==> config.mk <==
export PLATFORM = sky130hd
export DESIGN_NAME = load_store_unit_flat
export DESIGN_NICKNAME = d
export VERILOG_FILES = /design/src/rtl/load_store_unit_if.sv /design/src/rtl/load_store_unit.sv /design/src/flat_wrapper.sv
export SDC_FILE = /design/constraint.sdc
export NUM_CORES = 1
export LEC_CHECK = 0
export CAP_MARGIN = 20
export CORE_MARGIN = 5
export CORE_UTILIZATION = 39
export CTS_BUF_LIST = sky130_fd_sc_hd__clkbuf_2 sky130_fd_sc_hd__clkbuf_4 sky130_fd_sc_hd__clkbuf_8
export CTS_CLUSTER_SIZE = 8
export DETAILED_ROUTE_END_ITERATION = 8
export MAX_ROUTING_LAYER = met4
export PLACE_DENSITY = 0.76
export SETUP_SLACK_MARGIN = 0.05
export SKIP_CTS_REPAIR_TIMING = 1
export SYNTH_ARGS = -nofsm -noshare
export SYNTH_HDL_FRONTEND = slang
export SYNTH_SLANG_ARGS = --single-unit
export TNS_END_PERCENT = 50
==> constraint.sdc <==
create_clock -name clk -period 1.5 [get_ports clk]
set_input_delay 0.375 -clock clk [delete_from_list [all_inputs] [get_ports clk]]
set_output_delay 0.375 -clock clk [all_outputs]
set_load 0.01 [all_outputs]
==> src/rtl/load_store_unit_if.sv <==
// Data-bus bundle between the load/store unit (master) and the memory slave.
// One valid/ready transaction per access; address and write fields are held while valid is high.
interface load_store_unit_if;
    logic        mem_valid;
    logic        mem_ready;
    logic [31:0] mem_address;
    logic [3:0]  mem_wstrobe;
    logic [31:0] mem_wdata;
    logic [31:0] mem_rdata;

    modport master (
        output mem_valid,
        output mem_address,
        output mem_wstrobe,
        output mem_wdata,
        input  mem_ready,
        input  mem_rdata
    );

    modport slave (
        input  mem_valid,
        input  mem_address,
        input  mem_wstrobe,
        input  mem_wdata,
        output mem_ready,
        output mem_rdata
    );
endinterface

==> src/rtl/load_store_unit.sv <==
// Memory-access stage: one bus transaction per load/store, aligned extraction and
// sign/zero extension for loads, byte strobes and lane replication for stores.
module load_store_unit (
    input  logic        clk,
    input  logic        reset,
    input  logic        start,
    input  logic        is_load,
    input  logic        is_store,
    input  logic [2:0]  funct3,
    input  logic [31:0] address,
    input  logic [31:0] store_data,
    output logic        busy,
    output logic        done,
    output logic        misaligned,
    output logic [31:0] load_data,
    load_store_unit_if.master bus
);
    typedef logic [31:0] word_t;

    localparam logic [1:0] ST_IDLE = 2'd0;
    localparam logic [1:0] ST_BUS  = 2'd1;
    localparam logic [1:0] ST_DONE = 2'd2;

    logic [1:0] state_reg;
    logic [1:0] state_next;
    logic       is_load_reg;
    logic [2:0] funct3_reg;
    logic [1:0] offset_reg;
    logic       misaligned_reg;
    word_t      load_data_reg;
    word_t      mem_address_reg;
    word_t      mem_wdata_reg;
    logic [3:0] mem_wstrobe_reg;

    // Request decode: low funct3 bits give the size; 011/110/111 fall into word.
    logic req_byte;
    logic req_half;
    logic req_word;
    logic req_misaligned;

    assign req_byte       = (funct3[1:0] == 2'b00);
    assign req_half       = (funct3[1:0] == 2'b01);
    assign req_word       = !(req_byte || req_half);
    assign req_misaligned = (req_half && address[0]) ||
                            (req_word && (address[1:0] != 2'b00));

    logic [3:0] strobe_next;
    word_t      wdata_next;

    always_comb begin
        strobe_next = 4'b0000;
        if (is_store) begin
            if (req_byte)
                strobe_next = 4'b0001 << address[1:0];
            else if (req_half)
                strobe_next = 4'b0011 << address[1:0];
            else
                strobe_next = 4'b1111;
        end
    end

    // Each byte lane carries the low byte, the matching halfword byte, or its own word byte.
    generate
        for (genvar gi = 0; gi < 4; gi++) begin : g_wlane
            assign wdata_next[8*gi +: 8] = req_byte ? store_data[7:0] :
                                           req_half ? store_data[8*(gi%2) +: 8] :
                                                      store_data[8*gi +: 8];
        end
    endgenerate

    logic [7:0]  rd_byte;
    logic [15:0] rd_half;
    word_t       load_next;

    assign rd_byte = bus.mem_rdata[{offset_reg, 3'b000} +: 8];
    assign rd_half = bus.mem_rdata[{offset_reg[1], 4'b0000} +: 16];

    always_comb begin
        case (funct3_reg)
            3'b000:  load_next = {{24{rd_byte[7]}}, rd_byte};
            3'b100:  load_next = {24'd0, rd_byte};
            3'b001:  load_next = {{16{rd_half[15]}}, rd_half};
            3'b101:  load_next = {16'd0, rd_half};
            default: load_next = bus.mem_rdata;
        endcase
    end

    always_comb begin
        state_next = state_reg;
        case (state_reg)
            ST_IDLE: if (start) state_next = req_misaligned ? ST_DONE : ST_BUS;
            ST_BUS:  if (bus.mem_ready) state_next = ST_DONE;
            ST_DONE: state_next = ST_IDLE;
            default: state_next = ST_IDLE;
        endcase
    end

    always_ff @(posedge clk) begin
        if (reset) begin
            state_reg       <= ST_IDLE;
            is_load_reg     <= 1'b0;
            funct3_reg      <= 3'b000;
            offset_reg      <= 2'b00;
            misaligned_reg  <= 1'b0;
            load_data_reg   <= '0;
            mem_address_reg <= '0;
            mem_wdata_reg   <= '0;
            mem_wstrobe_reg <= 4'b0000;
        end else begin
            state_reg <= state_next;
            case (state_reg)
                ST_IDLE: begin
                    if (start) begin
                        is_load_reg     <= is_load;
                        funct3_reg      <= funct3;
                        offset_reg      <= address[1:0];
                        misaligned_reg  <= req_misaligned;
                        load_data_reg   <= '0;
                        mem_address_reg <= {address[31:2], 2'b00};
                        mem_wdata_reg   <= wdata_next;
                        mem_wstrobe_reg <= strobe_next;
                    end
                end
                ST_BUS: begin
                    // Stores leave load_data at the zero written on acceptance.
                    if (bus.mem_ready && is_load_reg)
                        load_data_reg <= load_next;
                end
                default: ;
            endcase
        end
    end

    assign busy            = (state_reg != ST_IDLE);
    assign done            = (state_reg == ST_DONE);
    assign misaligned      = misaligned_reg;
    assign load_data       = load_data_reg;
    assign bus.mem_valid   = (state_reg == ST_BUS);
    assign bus.mem_address = mem_address_reg;
    assign bus.mem_wstrobe = mem_wstrobe_reg;
    assign bus.mem_wdata   = mem_wdata_reg;
endmodule

==> src/flat_wrapper.sv <==
// flat-port wrapper written by rule: the top's interface ports become plain ports
module load_store_unit_flat 
  (clk, reset, start, is_load, is_store, funct3, address, store_data, busy, done, misaligned, load_data, bus_mem_valid, bus_mem_address, bus_mem_wstrobe, bus_mem_wdata, bus_mem_ready, bus_mem_rdata);
  load_store_unit_if bus_i ();
  input  logic clk;
  input  logic reset;
  input  logic start;
  input  logic is_load;
  input  logic is_store;
  input  logic [2:0] funct3;
  input  logic [31:0] address;
  input  logic [31:0] store_data;
  output logic busy;
  output logic done;
  output logic misaligned;
  output logic [31:0] load_data;
  output wire logic [$bits(bus_i.mem_valid)-1:0] bus_mem_valid;
  output wire logic [$bits(bus_i.mem_address)-1:0] bus_mem_address;
  output wire logic [$bits(bus_i.mem_wstrobe)-1:0] bus_mem_wstrobe;
  output wire logic [$bits(bus_i.mem_wdata)-1:0] bus_mem_wdata;
  input wire logic [$bits(bus_i.mem_ready)-1:0] bus_mem_ready;
  input wire logic [$bits(bus_i.mem_rdata)-1:0] bus_mem_rdata;
  assign bus_mem_valid = bus_i.mem_valid;
  assign bus_mem_address = bus_i.mem_address;
  assign bus_mem_wstrobe = bus_i.mem_wstrobe;
  assign bus_mem_wdata = bus_i.mem_wdata;
  assign bus_i.mem_ready = bus_mem_ready;
  assign bus_i.mem_rdata = bus_mem_rdata;
  load_store_unit u_core (.clk(clk), .reset(reset), .start(start), .is_load(is_load), .is_store(is_store), .funct3(funct3), .address(address), .store_data(store_data), .busy(busy), .done(done), .misaligned(misaligned), .load_data(load_data), .bus(bus_i));
endmodule
======== Yosys cells after proc, flatten, opt, wreduce, memory -nomap -nowiden ========
Cells that the tools add are included.
Widths: inputs -> output; s select.
storage, ports and cells
  latch bits .............................. 0
  RAM bits ................................ 0
  flip-flop bits (word level) ............. 107
  memories ................................ 0
  input port bits ......................... 105
  memory bits (read-only) ................. 0
  word-level logic and storage cells ...... 53
operators by class
  $lt $le $gt $ge ......................... 0
  multiply operators ...................... 0
  divide/modulo/power cells ............... 0
  reductions and logical operators ........ 15
  shifts and indexed selects .............. 4
  bitwise logic cells ..................... 0
  muxes and demuxes ....................... 16
  add/sub/neg operators ................... 0
  equal/unequal tests ..................... 9
operators by type and width
  cell                 count
  $pmux 32 s4          1
  $mux 32              2
  $pmux 32 s2          1
  $mux 8               5
  $shiftx 32x6->16     1
  $shiftx 32x6->8      1
  $mux 4               3
  $eq 3x3->1 const B   2
  $mux 2               3
  $reduce_bool 2->1    3
  $eq 2x1->1 const B   2
  $logic_not 2->1      2
  $ne 2x1->1 const B   2
  $pmux 2 s2           1
  $reduce_and 2->1     2
  $shl 1x2->4 const A  1
  $shl 2x2->4 const A  1
  $eq 3x1->1 const B   1
  $logic_and 1x1->1    3
  $logic_not 3->1      1
  $reduce_and 3->1     1
  $eq 2x2->1 const B   1
  $logic_or 1x1->1     2
  $ne 2x2->1 const B   1
  $logic_not 1->1      1

======== Logic depth before layout (Yosys ltp) ========
Gate-level depths: netlist (run 1).
  depth after elaboration ................. 8
  gate-level depth with buffers ........... 7
  depth with buffers taken out ............ 6

======== Worst setup path before layout (run 1) ========
Ideal clock, no wire load.
  path type ............................... flip-flop to flip-flop
  from .................................... reg u_core.offset_reg[1]
  to ...................................... reg u_core.load_data_reg[13], in the netlist u_core.load_data[13]
  buffers on the path ..................... 0
  arrival time ............................ 1.444 ns
  slack ................................... -0.062 ns
  stages on the path, launching flop included .. 5
  path through ............................ dfxtp_1 mux4_2 a21oi_4 o21ai_1 a32o_1
on the way
  longest elaborated chain between the ends .. 4
ends and longest elaborated chain
  what                                                        line                                          RTL
  start, declared                                             load_store_unit.sv:28                         logic [1:0] offset_reg;
  start signal, assigned                                      load_store_unit.sv:116                        offset_reg <= address[1:0];
  $shiftx 32x6->16 / $shiftx 32x6->8 (equally long branches)  load_store_unit.sv:76, load_store_unit.sv:75
  $pmux 32 s4 *                                               load_store_unit.sv:79                         case (funct3_reg)
  $mux 32 *                                                   load_store_unit.sv:126                        if (bus.mem_ready && is_load_reg)
  $pmux 32 s2 *                                               load_store_unit.sv:111                        case (state_reg)
  end signal, assigned                                        load_store_unit.sv:127                        load_data_reg <= load_next;
  end, declared                                               load_store_unit.sv:30                         word_t load_data_reg;
Mark *: on every way between the ends. The rest lies on a longest branch, timed or not. The select of a mux whose other input is x is not followed.
A chain may end at the register's enable or synchronous reset.

======== Final worst setup path (run 1) ========
Same ends and word-level chain as after synthesis.

==> flow_summary.json, run 1 <==
{
  "multi_input_area_mm2": 0.002484,
  "worst_path_max_delay_cell": "mux4_2",
  "rr_endpoint": "u_core.load_data[13]",
  "wire_per_inst_um": 17.83,
  "synth.top_cells.by_area": "dfxtp_1 (46%), nand2_1 (10%), a21oi_1 (8.2%)",
  "dr.pass1.iters": 4,
  "synth_edf_count": 0,
  "synth.area.mux_share_pct": 6.969,
  "synth_simple_gate_area_share_pct": 15.96,
  "h-tree-depth": 3,
  "rrSetupSlack_ns": -0.14,
  "yosys.area.top_type": "dfxtp_1",
  "clk_path_buf_depth": 2,
  "place_area_mm2": 0.007201,
  "placed_cells": 919,
  "hold_path.class": "input pin to flop",
  "worstPathRequired_ns": 1.77,
  "end_kind": "flop",
  "cts.sinks": 107,
  "num_vias": 4981,
  "power_density_mw_per_mm2": 826.5,
  "path_max_fanout": 8,
  "dieArea_mm2": 0.01416,
  "viasPerCell": 5.282,
  "failed_checks": "setup timing",
  "period_minus_slack_ns": 1.636,
  "synth_ff_type": "dfxtp_1",
  "die_w_um": 119.0,
  "synth.most_common_cell": "nand2_1",
  "r2r_cells": 4,
  "final_cell_area_mm2": 0.008045,
  "cts-root-buf": "clkbuf_8",
  "grt-ovfl-total": 0,
  "crit_type": "flop to flop",
  "ys_top_cells_by_count": "nand2_1 (129), dfxtp_1 (107), a21oi_1 (76)",
  "rsz0062_at_grt": "true",
  "drt_iter0_drc": 244,
  "crit_end": "u_core.load_data[13]",
  "nets": 905,
  "grt_max_degree": 77,
  "ff_latch_area_mm2": 0.002152,
  "initial_core_util_pct": 40.22,
  "clk_latency_ns": 0.37,
  "fin_crit_sh_pct": 109.0,
  "min_delay_path_depth": 4,
  "peakVddDrop_mv": 0.5386,
  "yosysWarnings": 0,
  "arrival_ns": 1.91,
  "slowest_delay_ns": 0.54,
  "finalHoldViolations": 0,
  "synth-xor-area-share_pct": 0,
  "clkSlewWorstSetupHoldPaths_ns": 0.10,
  "layout-drive-gt1-share_pct": 17.75,
  "insertedDiodeCount": 0,
  "crit_chain": "mux4_2 > a21oi_4 > o21ai_1 > a32o_1",
  "chipHeight_um": 119.0,
  "portBuffers": 206,
  "fillers": 876,
  "synth_top_family_by_area": "compound AO/OA/AOI/OAI gates",
  "ys_async_sr_fraction_pct": 0,
  "synth_compound_area_share_pct": 24.37,
  "crit_buf_inv": 0,
  "maxCapViolCount": 0,
  "place_hpwl_um": 12100,
  "ys_seq_area_share_pct": 46.25,
  "finClkSkew_ns": 0.01424,
  "crit_path_start": "u_core.offset_reg[1]",
  "ys_ff_latch": 107,
  "reg2reg_from": "u_core.offset_reg[1]",
  "grt_pass1_vias": 5033,
  "synth_top_area_share_pct": 46.25,
  "syn_area_mm2": 0.004632,
  "cts_tree": "done",
  "core_mm2": 0.01152,
  "syn-instance-count": 561,
  "antenna_found_initial": 0,
  "worst_setup_path_start_kind": "flop",
  "fmax_mhz": 611.3,
  "syn2layout_area_growth_pct": 73.69,
  "syn_avg_cell_area_um2": 8.257,
  "ios": 209,
  "grt_util_all_layers_pct": 22.16,
  "leakagePower_nw": 4.697,
  "cts-buffers-inserted": 9,
  "status": "complete, but fails checks",
  "fin_cells": 943,
  "cpLargestDelayFamily": "compound AO/OA/AOI/OAI gates",
  "tns_ns": -1.426,
  "drc_errors": 0,
  "postRouteAntennaNets": 0,
  "setup_ws_ns": -0.1357,
  "synth-adder-area-share_pct": 1.080,
  "grt_pass1_wl_um": 24950,
  "slew_viol_final": 0,
  "num_rows": 39,
  "gp_congestion": 0.9135,
  "synth.distinct_cells": 38,
  "cp.depth": 4,
  "wirelength_um": 16810,
  "finalSetupViolations": 26
}
-- how the worst min path moves through the flow --
stage	from	endpoint
2_1_floorplan	u_core.is_load_reg	u_core.is_load_reg
3_3_place_gp	u_core.bus.mem_address[8]	u_core.bus.mem_address[8]
3_5_place_dp	u_core.bus.mem_address[9]	u_core.bus.mem_address[9]
4_1_cts	u_core.bus.mem_address[9]	u_core.bus.mem_address[9]
5_1_grt	address[1]	u_core.offset_reg[1]
6_report	address[0]	u_core.offset_reg[0]
-- cell families after synthesis --
family,Yosys count
adders and majority gates,4
other,1
and+or+nand+nor,185
DFF,107
buffers and inverters,56
muxes,30
AOI/OAI and AO/OA,178
-- where the power goes --
| group | leakage [nW] | total [mW] | internal, mW | switching (mW) |
|---|---|---|---|---|
| Combinational | 3.72 | 1.75 | 0.930 | 0.818 |
| Sequential | 0.877 | 3.09 | 3.00 | 0.0903 |
| Clock | 0.0988 | 1.81 | 0.829 | 0.986 |
| Total | 4.70 | 6.65 | 4.76 | 1.89 |
-- per-layer routing --
| metal | GRT usage [%] | wire length (µm) | vias up |
|---|---|---|---|
| li1 | - | - | 2405 |
| met1 | 24.83 | 6617 | 2318 |
| met2 | 36.59 | 8051 | 220 |
| met3 | 7.393 | 1606 | 38 |
| met4 | 8.545 | 537 | 0 |
| met5 | - | 0 | - |
-- through the flow --
| stage | utilization (%) | power (mW) | hold slack (ns) | setup slack, ns |
|---|---|---|---|---|
| global placement | 62.53 | 4.736 | 0.4407 | -0.5127 |
| CTS | 64.23 | 6.566 | 0.4601 | -0.5112 |
| finish | 69.86 | 6.649 | 0.4205 | -0.1357 |
| global route | 69.86 | 6.940 | 0.4339 | -0.1990 |
| floorplan | - | 3.835 | 0.4454 | 0.01818 |
| detailed placement | 62.53 | 4.776 | 0.4463 | -0.5715 |
-- final cells by class --
type | count | share of cell area (%)
Sequential cell | 107 | 26.75
Clock buffer | 11 | 1.804
Multi-Input combinational cell | 399 | 30.87
Inverter | 7 | 0.3266
Clock inverter | 4 | 0.6376
Tap cell | 143 | 2.224
Timing Repair Buffer | 272 | 37.39
-- cell usage in the layout (no fill, tap or decap), types with 12 or more instances in the layout --
cell type / synthesis / routed
o2bb2ai_1: 28 / 19
mux2i_1: 21 / 18
nand2_1: 129 / 128
nor2_1: 34 / 27
a21oi_1: 76 / 75
clkdlybuf4s50_1: 0 / 96
dfxtp_1: 107 / 103
o21ai_0: 31 / 28
buf_12: 0 / 12
buf_4: 3 / 50
dlymetal6s2s_1: 0 / 106
-- worst min-delay path, delay by kind of cell --
family | cells | cell delay, ns
AOI/OAI and AO/OA | 1 | 0.05
and+or+nand+nor | 1 | 0.06
buffers and inverters | 2 | 0.28
No activity file was read; power rests on OpenSTA's default activity.
==> run 2, diff against run 1 <==
- CTS_CLUSTER_SIZE: 8 -> 14
==> results of run 2 <==
Final layout, timing and power as in run 1 (identical DEF).
